[src/rtl/timer_rega_dec.sv]
// Two-digit BCD watering-cycle countdown timer. Counts minutes made of PRESCALE
// Tick strobes and keeps the valve open only while a run is active.
//
// state | meaning
// IDLE  | preset held, valve closed, waiting for Start
// RUN   | valve open, prescaler advancing on Tick, count decrementing per minute
// PAUSE | valve closed, prescaler and count frozen until Start or Stop
// DONE  | countdown reached 00, valve closed, waiting for Stop or Load
module timer_rega_dec #(
  parameter int PRESCALE   = 60,
  parameter int PRESCALE_W = 6
) (
  input  logic       Clk,
  input  logic       Rst_n,
  input  logic       Tick,
  input  logic       Load,
  input  logic [3:0] Dez_in,
  input  logic [3:0] Uni_in,
  input  logic       Start,
  input  logic       Stop,
  output logic [3:0] Dez,
  output logic [3:0] Uni,
  output logic       Valvula,
  output logic       Fim,
  output logic [1:0] Estado
);

  localparam logic [1:0] ST_IDLE  = 2'b00;
  localparam logic [1:0] ST_RUN   = 2'b01;
  localparam logic [1:0] ST_PAUSE = 2'b10;
  localparam logic [1:0] ST_DONE  = 2'b11;

  localparam logic [PRESCALE_W-1:0] PRESC_LAST = PRESCALE_W'(PRESCALE - 1);
  localparam logic [PRESCALE_W-1:0] PRESC_ZERO = '0;
  localparam logic [PRESCALE_W-1:0] PRESC_ONE  = PRESCALE_W'(1);

  logic [1:0]            r_state;
  logic [3:0]            r_dez;
  logic [3:0]            r_uni;
  logic [PRESCALE_W-1:0] r_presc;
  logic                  r_valv;
  logic                  r_zero_hit;
  logic                  r_fim;

  logic [1:0]            w_state_nx;
  logic [3:0]            w_dez_nx;
  logic [3:0]            w_uni_nx;
  logic [PRESCALE_W-1:0] w_presc_nx;
  logic                  w_zero_hit_nx;

  logic [3:0]            w_dez_clamp;
  logic [3:0]            w_uni_clamp;
  logic                  w_count_zero;
  logic [3:0]            w_dec_dez;
  logic [3:0]            w_dec_uni;
  logic                  w_dec_zero;
  logic                  w_minute_end;

  assign w_dez_clamp  = (Dez_in > 4'd9) ? 4'd9 : Dez_in;
  assign w_uni_clamp  = (Uni_in > 4'd9) ? 4'd9 : Uni_in;
  assign w_count_zero = (r_dez == 4'd0) && (r_uni == 4'd0);

  // BCD borrow: units wrap 0 -> 9 and take one from the tens digit.
  assign w_dec_uni    = (r_uni == 4'd0) ? 4'd9 : (r_uni - 4'd1);
  assign w_dec_dez    = (r_uni == 4'd0) ? (r_dez - 4'd1) : r_dez;
  assign w_dec_zero   = (w_dec_dez == 4'd0) && (w_dec_uni == 4'd0);
  assign w_minute_end = (r_presc == PRESC_LAST);

  always_comb begin
    w_state_nx    = r_state;
    w_dez_nx      = r_dez;
    w_uni_nx      = r_uni;
    w_presc_nx    = r_presc;
    w_zero_hit_nx = 1'b0;

    case (r_state)
      ST_IDLE: begin
        if (Load) begin
          w_dez_nx   = w_dez_clamp;
          w_uni_nx   = w_uni_clamp;
          w_presc_nx = PRESC_ZERO;
        end else if (Start && !w_count_zero) begin
          w_state_nx = ST_RUN;
          w_presc_nx = PRESC_ZERO;
        end
      end

      ST_RUN: begin
        // Stop wins over a coincident Tick; that Tick is simply lost.
        if (Stop) begin
          w_state_nx = ST_PAUSE;
        end else if (Tick) begin
          if (w_minute_end) begin
            w_presc_nx = PRESC_ZERO;
            w_dez_nx   = w_dec_dez;
            w_uni_nx   = w_dec_uni;
            if (w_dec_zero) begin
              w_state_nx    = ST_DONE;
              w_zero_hit_nx = 1'b1;
            end
          end else begin
            w_presc_nx = r_presc + PRESC_ONE;
          end
        end
      end

      ST_PAUSE: begin
        if (Load) begin
          w_state_nx = ST_IDLE;
          w_dez_nx   = w_dez_clamp;
          w_uni_nx   = w_uni_clamp;
          w_presc_nx = PRESC_ZERO;
        end else if (Stop) begin
          w_state_nx = ST_IDLE;
          w_dez_nx   = 4'd0;
          w_uni_nx   = 4'd0;
          w_presc_nx = PRESC_ZERO;
        end else if (Start) begin
          w_state_nx = ST_RUN;
        end
      end

      ST_DONE: begin
        if (Load) begin
          w_state_nx = ST_IDLE;
          w_dez_nx   = w_dez_clamp;
          w_uni_nx   = w_uni_clamp;
          w_presc_nx = PRESC_ZERO;
        end else if (Stop) begin
          w_state_nx = ST_IDLE;
        end
      end

      default: begin
        w_state_nx = ST_IDLE;
        w_dez_nx   = 4'd0;
        w_uni_nx   = 4'd0;
        w_presc_nx = PRESC_ZERO;
      end
    endcase
  end

  // Fim trails the edge that enters DONE by one cycle, so it is seen after
  // the valve has already closed.
  always_ff @(posedge Clk or negedge Rst_n) begin
    if (!Rst_n) begin
      r_state    <= ST_IDLE;
      r_dez      <= 4'd0;
      r_uni      <= 4'd0;
      r_presc    <= PRESC_ZERO;
      r_valv     <= 1'b0;
      r_zero_hit <= 1'b0;
      r_fim      <= 1'b0;
    end else begin
      r_state    <= w_state_nx;
      r_dez      <= w_dez_nx;
      r_uni      <= w_uni_nx;
      r_presc    <= w_presc_nx;
      r_valv     <= (w_state_nx == ST_RUN);
      r_zero_hit <= w_zero_hit_nx;
      r_fim      <= r_zero_hit;
    end
  end

  assign Dez     = r_dez;
  assign Uni     = r_uni;
  assign Valvula = r_valv;
  assign Fim     = r_fim;
  assign Estado  = r_state;

endmodule

[config.mk]
export PLATFORM = sky130hd
export DESIGN_NAME = timer_rega_dec
export DESIGN_NICKNAME = d
export VERILOG_FILES = /design/src/rtl/timer_rega_dec.sv
export SDC_FILE = /design/constraint.sdc
export NUM_CORES = 1
export LEC_CHECK = 0
export BUFFER_PORTS_ARGS = -buffer_cell sky130_fd_sc_hd__buf_2
export CAP_MARGIN = 20
export CORE_MARGIN = 10
export CORE_UTILIZATION = 50
export DETAILED_ROUTE_END_ITERATION = 12
export GPL_ROUTABILITY_DRIVEN = 0
export HOLD_SLACK_MARGIN = 0.12
export PLACE_DENSITY = 0.74
export SKIP_LAST_GASP = 1
export SYNTH_ARGS = -nofsm -noshare
export SYNTH_HDL_FRONTEND = slang
export SYNTH_SLANG_ARGS = --single-unit
[constraint.sdc]
create_clock -name Clk -period 6.09 [get_ports Clk]
set_input_delay 0.3045 -clock Clk [delete_from_list [all_inputs] [get_ports Clk]]
set_output_delay 0.3045 -clock Clk [all_outputs]
set_load 0.02 [all_outputs]
# Yosys cells after proc, flatten, opt, wreduce, memory -nomap -nowiden
# Index checks and enable logic that the tools add are counted.
# Widths: inputs -> output; s select.
[word_totals]
input_bits = 14
output_inout_bits = 12
reg_bits = 19
[op_classes]
eq_ne = 12
magnitude_cmp = 2
reduce_logical = 12
add_sub_neg = 3
n_mux = 43
[op_table]
columns = ["operator", "count"]
rows = [
  ["$mux 4", 15],
  ["$mux 6", 8],
  ["$pmux 4 s3", 2],
  ["$pmux 6 s4", 1],
  ["$mux 2", 11],
  ["$logic_not 4->1", 4],
  ["$reduce_and 5->1", 2],
  ["$gt 4x4->1 const B", 2],
  ["$ne 2x2->1 const B", 4],
  ["$pmux 2 s4", 1],
  ["$sub 4x1->4 const B", 2],
  ["$add 6x1->6 const B", 1],
  ["$eq 6x6->1 const B", 1],
  ["$ne 3x3->1 const B", 2],
  ["$mux 1", 5],
  ["$eq 2x1->1 const B", 2],
  ["$eq 2x2->1 const B", 2],
  ["$logic_and 1x1->1", 3],
  ["$logic_not 2->1", 1],
  ["$ne 2x1->1 const B", 1],
  ["$reduce_or 2->1", 1],
  ["$logic_not 1->1", 1],
]

# Depth between registers and ports, before layout
[logic_depth]
depth_word = 10
depth_mapped = 8
mapped_depth_nobuf = 7

# Worst setup path before layout
# No wires, ideal clock.
[synth_timing]
path_type = "register to register"
from = "register r_dez[0] (netlist: Dez[0])"
to = "register r_valv (netlist: Valvula)"
path_stages_with_launch = 8
slack_ns = 3.891
setup_time_ns = 0.094
arrival_ns = 2.105
cell_sequence = "dfrtp_1 > inv_1 > ha_1 > or3b_4 > nor4b_1 > a21oi_1 > or4_4 > a221oi_2"
[synth_via]
elab_chain_cells = 10
word_cells_on_any_way = 16
cone_classes = "1 x add/sub; 1 x eq/ne; 8 x mux; 6 x reduce/logical"
[synth_lines]
columns = ["element", "line_no", "rtl"]
rows = [
  ["from (decl)", "38", "logic [3:0] r_dez;"],
  ["from (signal assigned)", "156", "r_dez <= w_dez_nx;"],
  ["$sub 4x1->4", "65", "assign w_dec_dez = (r_uni == 4'd0) ? (r_dez - 4'd1) : r_dez;"],
  ["$mux 4", "65", ""],
  ["$logic_not 4->1", "66", "assign w_dec_zero = (w_dec_dez == 4'd0) && (w_dec_uni == 4'd0);"],
  ["$logic_and 1x1->1", "66", ""],
  ["$mux 2", "97", "if (w_dec_zero) begin"],
  ["$mux 2", "93", "if (w_minute_end) begin"],
  ["$mux 2", "92", "end else if (Tick) begin"],
  ["$mux 2", "90", "if (Stop) begin"],
  ["$pmux 2 s4 (*)", "76", "case (r_state)"],
  ["$eq 2x1->1 (*)", "159", "r_valv <= (w_state_nx == ST_RUN);"],
  ["to (signal assigned)", "159", ""],
  ["to (decl)", "41", "logic r_valv;"],
]
# Mark *: on every way between the ends. The rest lies on a longest branch, timed or not.
# A chain may end at the register's enable or synchronous reset.

# Worst setup path after layout
[layout_timing]
from = "register r_state[1] (netlist: Estado[1])"
to = "register r_uni[0] (netlist: Uni[0])"
[layout_via]
elab_chain_cells = 4
word_cells_on_any_way = 12
cone_classes = "8 x eq/ne; 1 x mux; 3 x reduce/logical"
[layout_lines]
columns = ["element", "line_no", "rtl"]
rows = [
  ["from (decl)", "37", "logic [1:0] r_state;"],
  ["from (signal assigned)", "155", "r_state <= w_state_nx;"],
  ["$eq 2x2->1 / $logic_not 2->1 (equally long branches)", "76", ""],
  ["$reduce_or 2->1 (no source line)", "n/a", ""],
  ["$ne 2x1->1 (no source line)", "n/a", ""],
  ["$reduce_and 5->1 (no source line)", "n/a", ""],
  ["to (signal assigned)", "157", "r_uni <= w_uni_nx;"],
  ["to (decl)", "39", "logic [3:0] r_uni;"],
]
# Several ways; a longest one is shown, not always the timed one.

==> flow_metrics.py <==
metrics = {
    "sta": {
        "slew_headroom": 0.6633,
        "fin_setup_tns_ps": 0,
        "slew_violations": 0,
        "setup_ws_ps": 3641,
        "max_freq_mhz": 408.3,
        "tightest_slew_ps": 505.1,
        "min_period_ps": 2449,
        "setup_violations": 0,
        "rsz0062_at_grt": "no",
        "clock_skew_ps": 7.597,
        "fin_crit_sh": 0.4022,
        "hold_viol_final": 0,
    },
    "floorplan": {
        "core-area_um2": 2455,
        "die-area_um2": 4966,
        "num_io_pins": 26,
        "start_util": 0.5189,
        "rows": 18,
        "die_h_um": 70.47,
        "fp.dieW_um": 70.47,
    },
    "grt": {
        "grt_max_degree": 20,
        "overflow": 0,
        "grt_first_pass_wirelength_mm": 5.361,
        "grt_usage": 0.1254,
        "grt_pass1_vias": 1181,
        "antenna_found_initial": 0,
    },
    "final_layout": {
        "final_common_cell": "buf_2",
        "nFillCells": 232,
        "drive_gt1_frac": 0.2045,
        "fin_cells": 206,
        "stdcell_area_um2": 1458,
        "most-common-layout-cells": "buf_2, o21ai_0, dfrtp_1",
        "antenna_cells": 0,
        "areaGrowthSynthToFinish_pct": 14.44,
        "layout.nets": 197,
    },
    "route": {
        "routed_wl_mm": 3.123,
        "wl_met2_mm": 1.377,
        "wl_per_cell_um": 15.16,
        "via_per_inst": 5.927,
        "m1WireLength_mm": 1.406,
        "vias": 1221,
        "top_layer": "met4",
        "drtIter0Drc": 133,
        "dr_wl_met3_um": 288,
        "ant_nets": 0,
        "drtPass1Iterations": 4,
        "drc": 0,
    },
    "critical_path": {
        "start_kind": "register",
        "cp-end-kind": "register",
        "critPathArrivalTime_ps": 2660,
        "timing_worst_setup_path_type": "reg -> reg",
        "rrSetupSlack_ps": 3640,
        "crit_path_frequent_cell": "inv_1",
        "crit_family": "flip-flops",
        "slowest_stage": "dfrtp_1",
        "critical-path-max-stage-delay_ps": 450,
        "crit_chain": "inv_1, ha_1, inv_1, a21oi_1, or3_1, mux2_2",
        "path_max_fanout": 14,
        "cp.required_ps": 6300,
        "crit_cells": 6,
        "path_buf_inv": 2,
        "reg2reg_depth": 6,
    },
    "clocking": {
        "clk-insertion-delay-late_ps": 300,
        "cts_tree": "built",
        "cts_resized": 0,
        "clk_pin_slew_ps": 120,
        "htreeDepth": 1,
        "cts_num_sinks": 19,
        "cts-root-buf": "clkbuf_4",
        "cts_buffers": 3,
        "cts_buffer_depth": 2,
    },
    "min_path": {
        "hp-class": "in -> reg",
        "holdPathStages": 3,
    },
    "logic_synthesis": {
        "syn_nets": 169,
        "avgSynthCellArea_um2": 8.548,
        "seq_area_frac_synth": 0.3733,
        "synth_warnings": 0,
        "synth_cell_types": 40,
        "synth_seq_cells": 19,
        "syn_area_um2": 1274,
        "syn_inst": 149,
    },
    "power_and_ir_drop": {
        "p_total_w": 0.0007505,
        "pwr-share-comb": 0.604,
        "peakVddDrop_mv": 0.2917,
        "seqPwrFrac": 0.304,
        "leakage_nw": 0.6642,
        "switchingPower_w": 0.0003863,
        "swShare": 0.5147,
        "powerDensity_nw_per_um2": 514.8,
        "p_clk_frac": 0.091,
        "internal-power_w": 0.0003642,
    },
    "placement": {
        "port_buffers": 25,
        "placedCellCount": 201,
        "dp_slack_ps": 3666,
        "placed_area_um2": 1418,
        "dp_hpwl_mm": 2.384,
    },
    "outcome": {
        "outcome": "complete, no violations",
    },
    "flow_run": {
        "drv_cap": 0,
    },
}
[routing by layer]
layer / GRT usage / vias up
met3: 0.03672 / 7
met5: 0 / -
met1: 0.1579 / 557
met4: 0.04386 / 0
li1: - / 603
met2: 0.1966 / 54
[layout make-up]
| cell class | count | area [µm²] | area share |
|---|---|---|---|
| Sequential cell | 19 | 475.5 | 0.3262 |
| Inverter | 12 | 45.04 | 0.03090 |
| Clock buffer | 3 | 22.52 | 0.01545 |
| Clock inverter | 1 | 7.507 | 0.005150 |
| Tap cell | 30 | 37.54 | 0.02575 |
| Multi-Input combinational cell | 115 | 734.5 | 0.5039 |
| Timing Repair Buffer | 26 | 135.1 | 0.09270 |
[state kept, by name, summed over array words and instances, names as in the netlist]
name,flops
Dez,4
Estado,2
Fim,1
Uni,4
Valvula,1
r_presc,6
r_zero_hit,1
[metrics by stage]
step,hold slack (ps),utilization
floorplan,8.909,-
global placement,264.6,0.5775
detailed placement,266.7,0.5775
CTS,299.2,0.5938
global route,325.3,0.5938
finish,292.1,0.5938
[power groups by stage]
| stage | combinational, W | clock (W) | sequential (W) |
|---|---|---|---|
| 4_1_cts | 0.000454 | 0.0000688 | 0.000228 |
| 3_5_place_dp | 0.000450 | 0 | 0.000230 |
| 3_3_place_gp | 0.000445 | 0 | 0.000226 |
| 2_1_floorplan | 0.000315 | 0 | 0.000250 |
| 5_1_grt | 0.000508 | 0.0000751 | 0.000236 |
| 6_report | 0.000454 | 0.0000685 | 0.000228 |
[worst register-to-register path: stages, from the launching register on]
cell	delay, ps
dfrtp_1	450
inv_1	120
ha_1	300
inv_1	270
a21oi_1	400
or3_1	440
mux2_2	390
[kinds of logic (layout without fill, tap and decap cells)]
family	after synthesis	after routing	share of synthesized area
compound gates	54	54	0.2544
simple gates	53	53	0.2466
flops	19	19	0.3733
buf+inv	15	42	0.05010
fa+ha+maj	6	6	0.05894
mux	2	2	0.01670
[path summary, 6_finish.rpt]
path / start / to
setup / recovery: Estado[1]$_DFF_PN0_ / Uni[0]$_DFFE_PN0P_
max in group asynchronous: Rst_n / Dez[3]$_DFFE_PN0P_
hold reg to reg: r_zero_hit$_DFF_PN0_ / Fim$_DFF_PN0_
setup reg to reg: Estado[1]$_DFF_PN0_ / Uni[0]$_DFFE_PN0P_
min in group asynchronous: Rst_n / Uni[1]$_DFFE_PN0P_
hold / removal: Uni_in[2] / Uni[2]$_DFFE_PN0P_
[timing repair]
item / CTS / global route
endpoints found under the setup margin: 0 / 0
buffers inserted: 0 / 0
hold buffers: 1 / 0
endpoints found under the hold margin: 19 / 0
[synth_stat cells (all sizes together)]
library cell,number,area (µm²)
o2111ai,1,8.760
a21oi,15,75.07
a221oi,1,15.01
nor3,5,25.02
o211ai,1,7.510
or3b,1,11.26
o21ai,22,110.1
nor2b,3,18.77
nand2,8,30.03
nand2b,5,31.28
nor2,11,41.29
mux2i,1,10.01
and2,3,18.77
nor4b,1,8.760
nand3,4,20.02
o22ai,3,18.77
clkbuf,2,7.510
and4,1,10.01
ha,6,75.07
mux2,1,11.26
a32oi,2,17.52
buf,1,11.26
or4,3,26.27
a211oi,1,7.510
inv,12,45.04
a22oi,1,7.510
or2,1,6.260
a31oi,1,6.260
nor4,2,27.53
a21boi,1,7.510
a311o,1,10.01
dfrtp,19,475.5
o311a,1,10.01
and3,2,12.51
and4b,2,20.02
or3,1,6.260
o21a,1,7.510
o31ai,2,15.01
No activity file was read; power rests on OpenSTA's default activity.
